`src/rtl/lru_age_update.sv`:
```
// True-LRU age updater for the 8192-set, 4-way replacement-state file.
// Reads one set, recomputes ages around the hit way, writes back changed fields one per cycle.
module lru_age_update (
   input  logic        clk,
   input  logic        reset_n,
   input  logic        req_valid,
   output logic        req_ready,
   input  logic [12:0] req_set,
   input  logic [3:0]  req_waysel,
   output logic [12:0] rf_ra,
   input  logic [11:0] rf_rdallways,
   output logic [12:0] rf_wa,
   output logic [3:0]  rf_wwaysel,
   output logic [2:0]  rf_wd,
   output logic        rf_wr,
   output logic        done,
   output logic [3:0]  victim_waysel
);

   typedef enum logic [1:0] {
      ST_IDLE = 2'd0,
      ST_RD   = 2'd1,
      ST_WR   = 2'd2,
      ST_DONE = 2'd3
   } state_t;

   state_t      state_q, state_d;
   logic [12:0] set_q, set_d;
   logic [1:0]  way_q, way_d;
   logic        nohit_q, nohit_d;
   logic [3:0]  pend_q, pend_d;
   logic [3:0]  victim_q, victim_d;
   logic [2:0]  age_q [4];
   logic [2:0]  age_d [4];

   logic [2:0]  rd_age  [4];
   logic [2:0]  new_age [4];
   logic [2:0]  hit_age;
   logic [3:0]  chg;
   logic [1:0]  wr_idx;
   logic [3:0]  wr_onehot;
   logic [3:0]  pend_rest;
   logic [2:0]  best_age;
   logic [1:0]  best_idx;

   function automatic logic [1:0] low_idx(input logic [3:0] v);
      if (v[0])      return 2'd0;
      else if (v[1]) return 2'd1;
      else if (v[2]) return 2'd2;
      else if (v[3]) return 2'd3;
      else           return 2'd0;
   endfunction

   assign hit_age = rd_age[way_q];

   // With no hit the ages pass through unchanged, so pend falls out as zero.
   for (genvar gi = 0; gi < 4; gi++) begin : g_way
      assign rd_age[gi] = rf_rdallways[3*gi +: 3];
      assign new_age[gi] = nohit_q                   ? rd_age[gi] :
                           (way_q == 2'(gi))         ? 3'd0 :
                           (rd_age[gi] < hit_age)    ? rd_age[gi] + 3'd1 :
                                                       rd_age[gi];
      assign chg[gi] = (new_age[gi] != rd_age[gi]);
   end

   always_comb begin
      best_age = new_age[0];
      best_idx = 2'd0;
      for (int i = 1; i < 4; i++) begin
         if (new_age[i] > best_age) begin
            best_age = new_age[i];
            best_idx = 2'(i);
         end
      end
   end

   assign wr_idx    = low_idx(pend_q);
   assign wr_onehot = 4'b0001 << wr_idx;
   assign pend_rest = pend_q & ~wr_onehot;

   always_comb begin
      state_d  = state_q;
      set_d    = set_q;
      way_d    = way_q;
      nohit_d  = nohit_q;
      pend_d   = pend_q;
      victim_d = victim_q;
      for (int i = 0; i < 4; i++) age_d[i] = age_q[i];

      unique case (state_q)
         ST_IDLE: begin
            if (req_valid) begin
               set_d   = req_set;
               way_d   = low_idx(req_waysel);
               nohit_d = (req_waysel == 4'b0000);
               state_d = ST_RD;
            end
         end
         ST_RD: begin
            for (int i = 0; i < 4; i++) age_d[i] = new_age[i];
            pend_d   = chg;
            victim_d = 4'b0001 << best_idx;
            state_d  = (chg != 4'b0000) ? ST_WR : ST_DONE;
         end
         ST_WR: begin
            pend_d = pend_rest;
            if (pend_rest == 4'b0000) state_d = ST_DONE;
         end
         ST_DONE: begin
            state_d = ST_IDLE;
         end
         default: state_d = ST_IDLE;
      endcase
   end

   always_ff @(posedge clk or negedge reset_n) begin
      if (!reset_n) begin
         state_q  <= ST_IDLE;
         set_q    <= '0;
         way_q    <= '0;
         nohit_q  <= 1'b0;
         pend_q   <= '0;
         victim_q <= '0;
         for (int i = 0; i < 4; i++) age_q[i] <= '0;
      end else begin
         state_q  <= state_d;
         set_q    <= set_d;
         way_q    <= way_d;
         nohit_q  <= nohit_d;
         pend_q   <= pend_d;
         victim_q <= victim_d;
         for (int i = 0; i < 4; i++) age_q[i] <= age_d[i];
      end
   end

   // Outputs decode straight from the state register so an async reset drops rf_wr at once.
   assign req_ready     = (state_q == ST_IDLE);
   assign rf_ra         = set_q;
   assign rf_wr         = (state_q == ST_WR);
   assign rf_wa         = rf_wr ? set_q : 13'd0;
   assign rf_wwaysel    = rf_wr ? wr_onehot : 4'b0000;
   assign rf_wd         = rf_wr ? age_q[wr_idx] : 3'd0;
   assign done          = (state_q == ST_DONE);
   assign victim_waysel = done ? victim_q : 4'b0000;

endmodule
```
`config.mk`:
```
export PLATFORM = sky130hd
export DESIGN_NAME = lru_age_update
export DESIGN_NICKNAME = d
export VERILOG_FILES = /design/src/rtl/lru_age_update.sv
export SDC_FILE = /design/constraint.sdc
export NUM_CORES = 1
export LEC_CHECK = 0
export ABC_AREA = 1
export CORE_UTILIZATION = 43
export CTS_BUF_LIST = sky130_fd_sc_hd__clkbuf_4 sky130_fd_sc_hd__clkbuf_8
export DETAILED_ROUTE_END_ITERATION = 10
export GPL_TIMING_DRIVEN = 0
export PLACE_DENSITY = 0.74
export SLEW_MARGIN = 15
export SYNTH_ARGS = -nofsm -noshare
export SYNTH_HDL_FRONTEND = slang
export SYNTH_SLANG_ARGS = --single-unit
```
`constraint.sdc`:
```
create_clock -name clk -period 7.2 [get_ports clk]
set_input_delay 1.44 -clock clk [delete_from_list [all_inputs] [get_ports clk]]
set_output_delay 1.44 -clock clk [all_outputs]
set_load 0.1 [all_outputs]
```
==> reports/metrics.cfg <==
[yosys]
syn_area_sq_um=2940
synth_area_per_cell_sq_um=6.79
synth_nets=489
ys.warnings.count=0
synthCells=433
synth_cell_types=39
synth-seq-area-share_pct=32.4
synth-seq-cells=38

[die]
die_area_sq_um=7170
initial_core_util_pct=45.5
die_x_um=84.7
die-height_um=84.7
ios=72
core-area_sq_um=6460
fp-row-count=29

[hold_path]
holdPathEnd=victim_q[0]
hold_depth=2
hold_class=reg -> reg
hp-start=victim_q[0]

[placed_design]
dp_hpwl_um=6040
gp_congestion=0.893
port_buffers=71

[sta]
hold_violations=0
fin_tns_setup_ns=0
min_period_over_period_pct=93.4
grt_setup_unrepaired=no
max_freq_mhz=149
relSlewSlack_pct=33.3
setup_viol=0
finalClockSkew_ns=0.0101
worstMarginPinSlew_ns=0.998
hold_ws_ns=0.491
post-route-min-period_ns=6.73
drv_slew=0

[worst_setup_path]
regToRegSetupSlack_ns=1.55
cp.required_ns=7.41
endpoint_kind=flip-flop
reg2reg_from=way_q[0]
critPathSlowestCell=clkdlybuf4s50_1
cp_data_arrival_time_ns=6.94
cpMostUsedCell=inv_1
r2r_cells=33
startpoint=rf_rdallways[5]
critPathMaxFanout=6
critPathKind=in -> reg
worst_setup_path_start_kind=input port
slowest_delay_ns=0.46
reg2reg_to=victim_q[1]

[route]
dr.pass1.iters=6
dr_total_vias=3018
wl_per_cell_um=12.8
drtIter0Drc=125
via_per_inst=5.12
wirelength_um=7560
drc=0
ant_nets=0

[run]
cap_violations=0

[layout]
fin_util_pct=60.2
antennaDiodeCount=0
nFillCells=594
register_area_sq_um=951
fin_nets=568
multi_input_area_sq_um=1680
final_common_cell=nand2_1
layout_common_cells=137 x nand2_1, 76 x inv_1, 70 x clkdlybuf4s50_1
syn_to_final_growth_pct=32.2
drive_gt1_share_pct=7.42

[global_routing]
grt_use_total_pct=22.5
antenna_found_initial=0
grt_pass1_wl_um=13000
gr-total-overflow=0
grt_pass1_vias=2937
grt_start_max_net_pins=35

[clocking]
cts_tree=yes
clk_pin_slew_ns=0.07
clk_latency_ns=0.30
numCtsBuffers=5
clkSinkCount=38
post-cts-setup-buffers=0
cts_root_buf=clkbuf_8
cts-hold-fix-buffers=0
cts.htree.levels=2
clockBufferDepth=2

[status]
outcome=complete, no violations

==> worst max-delay path by stage <==
stage	end	slack, ns
6_report	victim_q[1]	0.47
5_1_grt	victim_q[1]	0.03
4_1_cts	victim_q[1]	0.31
3_5_place_dp	victim_q[1]	0.04
3_3_place_gp	victim_q[1]	0.15
2_1_floorplan	victim_q[1]	1.30
==> sequential cells by signal, indices dropped and copies added, names as in the netlist <==
register  flops
rf_ra        13
age_q        12
pend_q        4
victim_q      4
state_q       2
way_q         2
nohit_q       1
==> worst max-delay path: cells and delay by family <==
kind	cells	cell delay, ns
AOI/OAI and AO/OA	8	1.65
xor gates and xnor gates	1	0.14
adders and majority gates	4	1.14
buffers and inverters	6	1.01
and+or+nand+nor	13	1.55
==> stage by stage <==
stage	cells	worst slack [ns]	instance area (sq um)
4_1_cts	589	0.315	3870
5_1_grt	589	0.0252	3890
6_report	589	0.473	3890
2_1_floorplan	433	1.30	2940
3_5_place_dp	582	0.0444	3760
3_3_place_gp	581	0.149	3750
==> cells by family (layout without fill, tap and decap cells) <==
family | after synthesis | in the layout | share of synthesized area, %
flops | 38 | 38 | 32.4
xor+xnor | 1 | 1 | 0.298
simple gates | 219 | 219 | 33.2
compound gates | 65 | 65 | 12.9
fa+ha+maj | 24 | 24 | 10.2
buf+inv | 86 | 165 | 11.0
==> per-layer routing <==
layer | wire length [um] | vias to the layer above | track usage, %
met5 | 0 | - | 0
met4 | 99 | 0 | 6.32
met3 | 474 | 14 | 6.00
met2 | 3570 | 107 | 39.0
met1 | 3420 | 1367 | 27.5
li1 | - | 1530 | -
==> synthesized netlist by cell type (all sizes together) <==
cell,count,area share [%]
nand3,31,6.1
or2,4,0.85
a32oi,1,0.30
a31oi,3,0.64
nand3b,4,1.0
o21ai,31,5.5
and2,1,0.30
buf,2,0.30
o32ai,1,0.30
nor3b,1,0.43
o31ai,1,0.26
nor2,29,4.0
o221ai,1,0.30
xor2,1,0.30
dfrtp,38,32
a211oi,1,0.26
clkinv,1,0.13
ha,24,10
o2111ai,1,0.30
a22o,1,0.30
a211o,1,0.30
o22ai,7,1.5
nand4,1,0.21
a21oi,14,2.4
nand2,148,20
inv,78,10
clkbuf,5,0.64
a221oi,2,0.60
==> cell type report <==
type / count / share of cell area [%]
multi-input cells: 309 / 43.1
flip-flops and latches: 38 / 24.5
repair buffers: 72 / 18.7
inverters: 79 / 7.63
well taps: 77 / 2.48
clock buffers: 6 / 2.12
clock inverters: 1 / 0.773
plain buffers: 7 / 0.708
==> repair_timing <==
action	4_1_cts	5_1_grt
hold endpoints to repair	0	0
endpoints found under the setup margin	0	3
gates resized for setup	0	2
Power is left out: the tool's default activity adds up to more than one toggle a clock period on the data nets, which glitch-free logic cannot reach.
